===== config.mk =====
export PLATFORM = sky130hd
export DESIGN_NAME = mem_arbiter_flat
export DESIGN_NICKNAME = d
export VERILOG_FILES = /design/src/rtl/mem_arbiter_if.sv /design/src/rtl/mem_arbiter.sv /design/src/flat_wrapper.sv
export SDC_FILE = /design/constraint.sdc
export NUM_CORES = 1
export LEC_CHECK = 0
export BUFFER_PORTS_ARGS = -buffer_cell sky130_fd_sc_hd__buf_4
export CORE_AREA = 2 2 122 124
export DETAILED_ROUTE_END_ITERATION = 12
export DIE_AREA = 0 0 124 126
export GPL_ROUTABILITY_DRIVEN = 0
export PLACE_DENSITY = 0.72
export SLEW_MARGIN = 40
export SYNTH_ARGS = -nofsm -noshare
export SYNTH_HDL_FRONTEND = slang
export SYNTH_SLANG_ARGS = --single-unit

===== constraint.sdc =====
create_clock -name clk -period 1.7 [get_ports clk]
set_input_delay 0.255 -clock clk [delete_from_list [all_inputs] [get_ports clk]]
set_output_delay 0.255 -clock clk [all_outputs]
set_load 0.005 [all_outputs]

===== src/rtl/mem_arbiter_if.sv =====
// Bus bundle for mem_arbiter: core and loader request channels plus the shared
// single-port memory channel.
interface mem_arbiter_if;
    logic        core_req;
    logic        core_we;
    logic [3:0]  core_wmask;
    logic [31:0] core_addr;
    logic [31:0] core_wdata;
    logic        core_ack;
    logic [31:0] core_rdata;
    logic        core_stall;

    logic        ld_req;
    logic        ld_we;
    logic [3:0]  ld_wmask;
    logic [31:0] ld_addr;
    logic [31:0] ld_wdata;
    logic        ld_ack;
    logic [31:0] ld_rdata;

    logic        mem_en;
    logic        mem_we;
    logic [3:0]  mem_wmask;
    logic [31:0] mem_addr;
    logic [31:0] mem_wdata;
    logic [31:0] mem_rdata;

    modport slave (
        input  core_req, core_we, core_wmask, core_addr, core_wdata,
        output core_ack, core_rdata, core_stall,
        input  ld_req, ld_we, ld_wmask, ld_addr, ld_wdata,
        output ld_ack, ld_rdata,
        output mem_en, mem_we, mem_wmask, mem_addr, mem_wdata,
        input  mem_rdata
    );

    modport master (
        output core_req, core_we, core_wmask, core_addr, core_wdata,
        input  core_ack, core_rdata, core_stall,
        output ld_req, ld_we, ld_wmask, ld_addr, ld_wdata,
        input  ld_ack, ld_rdata,
        input  mem_en, mem_we, mem_wmask, mem_addr, mem_wdata,
        output mem_rdata
    );
endinterface


===== src/rtl/mem_arbiter.sv =====
// Round-robin arbiter that serialises core and loader accesses onto one
// synchronous single-port memory with a fixed read latency.
module mem_arbiter #(
    parameter int unsigned READ_LATENCY = 1,
    parameter bit          CORE_FIRST   = 1'b1
) (
    input logic          clk,
    input logic          rst,
    mem_arbiter_if.slave bus
);
    typedef enum logic [1:0] {IDLE, ISSUE, WAIT, RESP} state_t;
    typedef enum logic {PORT_CORE, PORT_LD} port_t;

    localparam port_t      LAST_RESET = CORE_FIRST ? PORT_LD : PORT_CORE;
    localparam logic [1:0] WAIT_LOAD  = 2'(READ_LATENCY - 1);

    state_t      state, state_nx;
    port_t       gnt, last, winner;
    logic        grant;
    logic [1:0]  wait_cnt;
    logic        cap_we;
    logic [3:0]  cap_wmask;
    logic [31:0] cap_addr;
    logic [31:0] cap_wdata;

    // On a tie the port that was not granted last time wins.
    always_comb begin
        winner = PORT_CORE;
        if (bus.ld_req && (!bus.core_req || last == PORT_CORE))
            winner = PORT_LD;
    end

    always_ff @(posedge clk) begin
        if (rst) state <= IDLE;
        else     state <= state_nx;
    end

    always_comb begin
        state_nx       = state;
        grant          = 1'b0;
        bus.mem_en     = 1'b0;
        bus.mem_we     = 1'b0;
        bus.mem_wmask  = '0;
        bus.mem_addr   = '0;
        bus.mem_wdata  = '0;
        bus.core_ack   = 1'b0;
        bus.core_rdata = '0;
        bus.ld_ack     = 1'b0;
        bus.ld_rdata   = '0;
        unique case (state)
            IDLE: begin
                if (bus.core_req || bus.ld_req) begin
                    grant    = 1'b1;
                    state_nx = ISSUE;
                end
            end
            ISSUE: begin
                bus.mem_en    = 1'b1;
                bus.mem_we    = cap_we;
                bus.mem_wmask = cap_we ? cap_wmask : '0;
                bus.mem_addr  = cap_addr;
                bus.mem_wdata = cap_wdata;
                state_nx      = (cap_we || READ_LATENCY == 1) ? RESP : WAIT;
            end
            WAIT: begin
                if (wait_cnt == 2'd1) state_nx = RESP;
            end
            RESP: begin
                state_nx = IDLE;
                if (gnt == PORT_CORE) begin
                    bus.core_ack   = 1'b1;
                    bus.core_rdata = cap_we ? '0 : bus.mem_rdata;
                end else begin
                    bus.ld_ack   = 1'b1;
                    bus.ld_rdata = cap_we ? '0 : bus.mem_rdata;
                end
            end
            default: state_nx = IDLE;
        endcase
        bus.core_stall = bus.core_req & ~bus.core_ack;
    end

    // Request fields are captured at grant so later input changes cannot
    // disturb an access already in flight.
    always_ff @(posedge clk) begin
        if (rst) begin
            last      <= LAST_RESET;
            gnt       <= PORT_CORE;
            wait_cnt  <= '0;
            cap_we    <= 1'b0;
            cap_wmask <= '0;
            cap_addr  <= '0;
            cap_wdata <= '0;
        end else begin
            if (grant) begin
                gnt  <= winner;
                last <= winner;
                if (winner == PORT_LD) begin
                    cap_we    <= bus.ld_we;
                    cap_wmask <= bus.ld_wmask;
                    cap_addr  <= bus.ld_addr;
                    cap_wdata <= bus.ld_wdata;
                end else begin
                    cap_we    <= bus.core_we;
                    cap_wmask <= bus.core_wmask;
                    cap_addr  <= bus.core_addr;
                    cap_wdata <= bus.core_wdata;
                end
            end
            if (state == ISSUE && state_nx == WAIT)
                wait_cnt <= WAIT_LOAD;
            else if (state == WAIT)
                wait_cnt <= wait_cnt - 2'd1;
        end
    end
endmodule


===== src/flat_wrapper.sv =====
// flat-port wrapper written by rule: the top's interface ports become plain ports
module mem_arbiter_flat 
#(
    parameter int unsigned READ_LATENCY = 1,
    parameter bit          CORE_FIRST   = 1'b1
)
  (clk, rst, bus_core_req, bus_core_we, bus_core_wmask, bus_core_addr, bus_core_wdata, bus_core_ack, bus_core_rdata, bus_core_stall, bus_ld_req, bus_ld_we, bus_ld_wmask, bus_ld_addr, bus_ld_wdata, bus_ld_ack, bus_ld_rdata, bus_mem_en, bus_mem_we, bus_mem_wmask, bus_mem_addr, bus_mem_wdata, bus_mem_rdata);
  mem_arbiter_if bus_i ();
  input logic clk;
  input logic rst;
  input wire logic [$bits(bus_i.core_req)-1:0] bus_core_req;
  input wire logic [$bits(bus_i.core_we)-1:0] bus_core_we;
  input wire logic [$bits(bus_i.core_wmask)-1:0] bus_core_wmask;
  input wire logic [$bits(bus_i.core_addr)-1:0] bus_core_addr;
  input wire logic [$bits(bus_i.core_wdata)-1:0] bus_core_wdata;
  output wire logic [$bits(bus_i.core_ack)-1:0] bus_core_ack;
  output wire logic [$bits(bus_i.core_rdata)-1:0] bus_core_rdata;
  output wire logic [$bits(bus_i.core_stall)-1:0] bus_core_stall;
  input wire logic [$bits(bus_i.ld_req)-1:0] bus_ld_req;
  input wire logic [$bits(bus_i.ld_we)-1:0] bus_ld_we;
  input wire logic [$bits(bus_i.ld_wmask)-1:0] bus_ld_wmask;
  input wire logic [$bits(bus_i.ld_addr)-1:0] bus_ld_addr;
  input wire logic [$bits(bus_i.ld_wdata)-1:0] bus_ld_wdata;
  output wire logic [$bits(bus_i.ld_ack)-1:0] bus_ld_ack;
  output wire logic [$bits(bus_i.ld_rdata)-1:0] bus_ld_rdata;
  output wire logic [$bits(bus_i.mem_en)-1:0] bus_mem_en;
  output wire logic [$bits(bus_i.mem_we)-1:0] bus_mem_we;
  output wire logic [$bits(bus_i.mem_wmask)-1:0] bus_mem_wmask;
  output wire logic [$bits(bus_i.mem_addr)-1:0] bus_mem_addr;
  output wire logic [$bits(bus_i.mem_wdata)-1:0] bus_mem_wdata;
  input wire logic [$bits(bus_i.mem_rdata)-1:0] bus_mem_rdata;
  assign bus_i.core_req = bus_core_req;
  assign bus_i.core_we = bus_core_we;
  assign bus_i.core_wmask = bus_core_wmask;
  assign bus_i.core_addr = bus_core_addr;
  assign bus_i.core_wdata = bus_core_wdata;
  assign bus_core_ack = bus_i.core_ack;
  assign bus_core_rdata = bus_i.core_rdata;
  assign bus_core_stall = bus_i.core_stall;
  assign bus_i.ld_req = bus_ld_req;
  assign bus_i.ld_we = bus_ld_we;
  assign bus_i.ld_wmask = bus_ld_wmask;
  assign bus_i.ld_addr = bus_ld_addr;
  assign bus_i.ld_wdata = bus_ld_wdata;
  assign bus_ld_ack = bus_i.ld_ack;
  assign bus_ld_rdata = bus_i.ld_rdata;
  assign bus_mem_en = bus_i.mem_en;
  assign bus_mem_we = bus_i.mem_we;
  assign bus_mem_wmask = bus_i.mem_wmask;
  assign bus_mem_addr = bus_i.mem_addr;
  assign bus_mem_wdata = bus_i.mem_wdata;
  assign bus_i.mem_rdata = bus_mem_rdata;
  mem_arbiter #(.READ_LATENCY(READ_LATENCY), .CORE_FIRST(CORE_FIRST)) u_core (.clk(clk), .rst(rst), .bus(bus_i));
endmodule

== Word level (Yosys, flattened, before mapping) ==
Cells that the tools add are included.

* Output and inout port bits: 137
* Register bits after elaboration: 75
* Word-level logic and storage cells: 49
* Input bits: 174

* Muxes and demuxes: 25
* Bitwise gates (word level): 3
* Reduce and logical (&&, ||, !) cells: 7
* Equal/unequal tests: 5
* Add/sub/neg operators: 1

{| class="wikitable"
|+ Operator list
! operator !! number
|-
| $mux W32 || 9
|-
| $mux W4 || 3
|-
| $mux W1 || 10
|-
| $pmux W2 S4 || 1
|-
| $eq A2 B2 Y1 const B || 3
|-
| $eq A2 B1 Y1 const B || 2
|-
| $mux W2 || 2
|-
| $logic_and A1 B1 Y1 || 2
|-
| $logic_not A2 Y1 || 1
|-
| $logic_or A1 B1 Y1 || 2
|-
| $not A1 Y1 || 2
|-
| $reduce_or A2 Y1 || 1
|-
| $sub A2 B1 Y2 const B || 1
|-
| $and A1 B1 Y1 || 1
|-
| $logic_not A1 Y1 || 1
|}

== Longest topological paths before layout ==
* Word-level depth: 6
* Gate-level depth with buffers: 8
* Mapped depth without buffers: 5

== Worst setup path after synthesis ==
Ideal clock, no wire load.

* Path type: flip-flop to flip-flop
* Start point: register u_core.state[0]
* End point: register u_core.cap_addr[11]
* Arrival time: 1.389 ns
* Period minus slack after synthesis: 1.534 ns
* Buffers on the path: 3
* Stages on the path, launching flop included: 9
* Library setup time: 0.144 ns
* Slack: 0.166 ns
* Required time: 1.556 ns
* Path through: dfxtp_1 inv_1 ha_1 o21a_1 buf_2 buf_4 buf_4 nor2_1 a211oi_2

* Longest elaborated chain between the ends: 2

{| class="wikitable"
|+ Ends and longest elaborated chain
! item !! RTL line !! source
|-
| start: declaration || mem_arbiter.sv:17 || <nowiki>state_t state, state_nx;</nowiki>
|-
| start signal: assignment || mem_arbiter.sv:35 || <nowiki>else state <= state_nx;</nowiki>
|-
| $logic_not A2 Y1 || mem_arbiter.sv:50 || <nowiki>unique case (state)</nowiki>
|-
| $mux W1 || mem_arbiter.sv:50 ||
|-
| end signal: assignment || mem_arbiter.sv:101 || <nowiki>cap_addr <= bus.ld_addr;</nowiki>
|-
| end signal: assignment || mem_arbiter.sv:106 || <nowiki>cap_addr <= bus.core_addr;</nowiki>
|-
| end: declaration || mem_arbiter.sv:23 || <nowiki>logic [31:0] cap_addr;</nowiki>
|}

Every way passes these cells.
A chain may end at the register's enable or synchronous reset.

== Worst setup path after layout ==
* Start point: register u_core.state[1]
* End point: output port bus_mem_addr[24]

* Longest elaborated chain between the ends: 2

{| class="wikitable"
|+ Ends and longest elaborated chain
! item !! RTL line !! source
|-
| $eq A2 B1 Y1 || mem_arbiter.sv:50 ||
|-
| $mux W32 || mem_arbiter.sv:50 ||
|-
| end: declaration || flat_wrapper.sv:29 || <nowiki>output wire logic [$bits(bus_i.mem_addr)-1:0] bus_mem_addr;</nowiki>
|}

Every way passes these cells.

==> results.rst <==
.. list-table::
   :header-rows: 1

   * - Metric
     - Value
   * - Largest family of logic cells by synthesized area
     - simple AND/OR/NAND/NOR gates
   * - RSZ-0062 raised after global routing
     - true
   * - Area post-placement
     - a little under 7000 sq um
   * - Endpoint of the worst-slack reg-to-reg timing path
     - u_core.cap_addr[21]
   * - Non-filler cells, final
     - 1080
   * - Number of buffers inserted by port buffering
     - between 300 and 400
   * - H-tree levels
     - 3
   * - Starting density of the core
     - 30.5%
   * - Remaining DRCs
     - 0
   * - Data required time at the worst endpoint
     - roughly 1.4 ns
   * - Sw Ratio
     - between 30% and 40%
   * - Number of slew-limit violations in the final report
     - 0
   * - Primary FF master, synth
     - sky130_fd_sc_hd__dfxtp_1
   * - Register area share after synthesis
     - between 30% and 40%
   * - Library cell with the highest instance count after synthesis
     - sky130_fd_sc_hd__nor2_1
   * - Crit Reg-Reg Startpoint
     - u_core.state[0]
   * - Library cell used as clock root buffer
     - sky130_fd_sc_hd__clkbuf_16
   * - Number of clock buffers inserted by TritonCTS
     - 9
   * - Hold Worst Slack
     - between 0.15 and 0.2 ns
   * - Post-DP HPWL
     - 11700 um
   * - Nets
     - 1070
   * - Num ports
     - a little over 300
   * - Crit end category
     - output port
   * - Via count of the routed design
     - 5257
   * - DRC marker count from the first detailed-route iteration
     - about 220
   * - X dimension of the die
     - roughly 120 um
   * - Library cell with the largest summed area after synthesis
     - sky130_fd_sc_hd__dfxtp_1
   * - Initial antenna violation count
     - 2
   * - Pin count of the biggest net entering global routing
     - 71
   * - Min setup slack post-route
     - slightly below 0.005 ns
   * - Actual transition at the worst max-transition pin
     - just over 0.5 ns
   * - Area delta synth->final
     - 76.4%
   * - Die height
     - ~130 um
   * - Capture endpoint of the worst hold path
     - u_core.cap_we
   * - R2R Setup Slk
     - 0.13 ns
   * - Number of cells traversed by the worst register-to-register path
     - 6
   * - Fraction of synthesized area in multiplexers
     - 0.229%
   * - Number of routed nets with antenna violations
     - 0
   * - Warnings, synthesis
     - 0
   * - Number of iterations in the first detailed-routing pass
     - 4
   * - Synth Cell Area
     - 4370 sq um
   * - Deepest clock path buffer count
     - 2
   * - Count of unique library cells instantiated by Yosys
     - 28
   * - PwrDens
     - 1320 nW/um^2
   * - Die outline area
     - between 15000 and 20000 sq um
   * - TritonCTS clock tree
     - done
   * - Sum of routed wire length over all layers
     - roughly 17000 um
   * - Share of the synthesized area in the top cell type
     - between 30% and 40%
   * - Arrival time of the worst setup path
     - roughly 1.4 ns
   * - # hold bufs at CTS
     - 0
   * - Outcome
     - completed
   * - Adder and majority gate portion of the synthesized area
     - between 1.5 and 2%
   * - Wire length of the first global-routing pass
     - approximately 24000 um
   * - Final hold viol count
     - 0
   * - Cell-internal power
     - 6.39 mW
   * - Final Instance Area
     - 7700 sq um
   * - Final cell utilization of the core
     - between 50 and 60%
   * - XOR/XNOR share of the synthesized area
     - less than 1%
   * - Share of the clock period used by the worst path after layout
     - 99.7%
   * - Min-Delay Path Depth
     - 3
   * - Sum of negative setup slack
     - 0 ns
   * - Worst Clk Skew
     - 0.00816 ns
   * - Via density
     - 4.87
   * - Leading cell types by count after synthesis
     - sky130_fd_sc_hd__nor2_1 (137), sky130_fd_sc_hd__dfxtp_1 (75), sky130_fd_sc_hd__a21oi_1 (70), sky130_fd_sc_hd__nand2_1 (70), sky130_fd_sc_hd__and2_1 (66)
   * - Average wire length per cell after detail routing
     - ~16 um
   * - Fraction of the mapped netlist area in simple logic gates
     - about 33%
   * - Worst setup slack before clock tree synthesis
     - about 0.024 ns
   * - Num Clock Sinks
     - 75
   * - Synthesized flop and latch total
     - between 70 and 80
   * - Largest cells by area after synthesis
     - sky130_fd_sc_hd__dfxtp_1 (34%), sky130_fd_sc_hd__nor2_1 (12%), sky130_fd_sc_hd__a211oi_1 (9.8%), sky130_fd_sc_hd__and2_1 (9.5%), sky130_fd_sc_hd__a21oi_1 (8.0%)
   * - Post-synthesis compound-gate area fraction
     - 23.2%
   * - Max Clk Rate
     - 590 MHz
   * - Fraction of registers with async set/reset
     - 0%
   * - Number of synthesized flops with an enable pin
     - 0
   * - Insertion delay to the later sink of the worst-skew pair
     - between 0.3 and 0.4 ns
   * - Category of the critical setup timing path
     - register to output port
   * - Time the final worst path needs with I/O delays and setup
     - about 1.7 ns
   * - Clock transition time at the flip-flop clock pins of the worst setup and hold paths
     - 0.06 ns
   * - Clk network pwr share
     - a little over a fifth
   * - Cell Count Post-Placement
     - between 1000 and 1500
   * - Proportion of power drawn by flip-flops and latches
     - between 20 and 30%
   * - Total power
     - 10.1 mW
   * - Origin of the worst min-delay path
     - bus_core_we
   * - Combinational Power Share
     - around half
   * - Count of max-cap constraint violations
     - 0
   * - Type of the most critical hold path
     - primary input to register
   * - FP Rows
     - 44
   * - Net switching power figure
     - approximately 3.8 mW
   * - Global route total overflow
     - 0
   * - Crit path max fanout
     - 30
   * - Mapped Nets
     - around 790
   * - Setup Buffers After CTS
     - 0
   * - Worst setup startpoint
     - u_core.state[1]
   * - Worst slew margin
     - 66.0%
   * - Share of post-route cells with drive strength above 1
     - 47.9%
   * - Cells after synthesis
     - 606
   * - Std-Cell Core Area
     - about 14000 sq um
   * - Leakage
     - 3.68 nW
   * - Number of global-route vias before repair
     - approximately 4800
   * - GRT Resource Usage Total
     - 19.8%
   * - Critical Path Source Type
     - register
   * - Final setup violation count
     - 0
   * - IR Drop Worst-Case VDD
     - around 0.00066 V
   * - Syn_area_per_cell
     - 7.21 sq um
[worst max-delay path: stages, from the launching register on]
cell and delay, ns:
sky130_fd_sc_hd__dfxtp_4 0.38, sky130_fd_sc_hd__inv_4 0.05, sky130_fd_sc_hd__ha_4 0.19, sky130_fd_sc_hd__buf_12 0.16, sky130_fd_sc_hd__and2_1 0.18, sky130_fd_sc_hd__buf_4 0.13
[area by class of cell]
cell class              instances  area [sq um]
clock buffers                   9           225
clock inverters                 7           116
inverters                       5          21.3
flip-flops and latches         75          1510
multi-input cells             469          2790
well taps                     184           230
diodes                          1          2.50
repair buffers                330          2810
fillers                      1407          6610
[logic make-up after synthesis]
group / Yosys count
adder cells (fa/ha/maj): 6
AND/OR/NAND/NOR: 313
multiplexers: 1
buffers and inverters: 62
AO/OA/AOI/OAI: 148
XOR/XNOR: 1
flip-flops: 75
[registers in the layout, indices dropped and copies added, names as in the netlist]
| signal | flops |
|---|---|
| u_core.cap_addr | 32 |
| u_core.cap_wdata | 32 |
| u_core.cap_we | 1 |
| u_core.cap_wmask | 4 |
| u_core.gnt | 1 |
| u_core.last | 1 |
| u_core.state | 2 |
| u_core.wait_cnt | 2 |
[worst max path at each step]
| stage | slack, ns | cells past startpoint | endpoint |
|---|---|---|---|
| 2_1_floorplan | 0.17 | 8 | u_core.cap_addr[11] |
| 3_3_place_gp | 0.19 | 6 | u_core.cap_wdata[18] |
| 3_5_place_dp | 0.02 | 6 | u_core.cap_addr[21] |
| 4_1_cts | -0.03 | 5 | bus_core_stall |
| 5_1_grt | -0.06 | 5 | bus_mem_addr[25] |
| 6_report | 0.005 | 5 | bus_mem_addr[24] |
[routing by layer]
metal | up-vias | part of all wire (%) | GRT usage [%]
li1 | 2569 | - | -
met1 | 2443 | 37 | 21.7
met2 | 216 | 52 | 35.2
met3 | 27 | 8.8 | 5.93
met4 | 2 | 2.4 | 7.67
met5 | - | 0.077 | 0
[power groups by stage]
| stage | sequential [mW] | clock (mW) | combinational [mW] |
|---|---|---|---|
| 4_1_cts | 2.75 | 2.26 | 4.84 |
| 3_3_place_gp | 2.74 | 0 | 4.58 |
| 3_5_place_dp | 2.77 | 0 | 4.66 |
| 6_report | 2.81 | 2.21 | 5.13 |
| 5_1_grt | 2.88 | 2.34 | 5.66 |
| 2_1_floorplan | 2.67 | 0 | 2.89 |
[cell usage in the layout, fill, tap and decap left out, types with 2 or more instances in the layout]
cell	n
sky130_fd_sc_hd__buf_4	283
sky130_fd_sc_hd__nor2_1	106
sky130_fd_sc_hd__dfxtp_1	72
sky130_fd_sc_hd__a21oi_1	70
sky130_fd_sc_hd__nand2_1	69
sky130_fd_sc_hd__a211oi_1	57
sky130_fd_sc_hd__and2_1	42
sky130_fd_sc_hd__nand2b_1	32
sky130_fd_sc_hd__buf_6	31
sky130_fd_sc_hd__and2_4	24
sky130_fd_sc_hd__nor2_2	23
sky130_fd_sc_hd__a211oi_2	13
sky130_fd_sc_hd__buf_12	13
sky130_fd_sc_hd__clkbuf_16	11
sky130_fd_sc_hd__nor2_4	8
sky130_fd_sc_hd__inv_1	4
sky130_fd_sc_hd__and3_1	4
sky130_fd_sc_hd__ha_1	3
sky130_fd_sc_hd__bufinv_16	3
sky130_fd_sc_hd__ha_4	2
sky130_fd_sc_hd__clkinv_2	2
sky130_fd_sc_hd__dfxtp_4	2
[timing repair]
item,4_1_cts,5_1_grt
endpoints found under the setup margin,135,146
cloned,1,4
hold endpoints to repair,0,0
pin swaps,0,20
gates resized for setup,12,105
No activity file was read; power rests on OpenSTA's default activity.
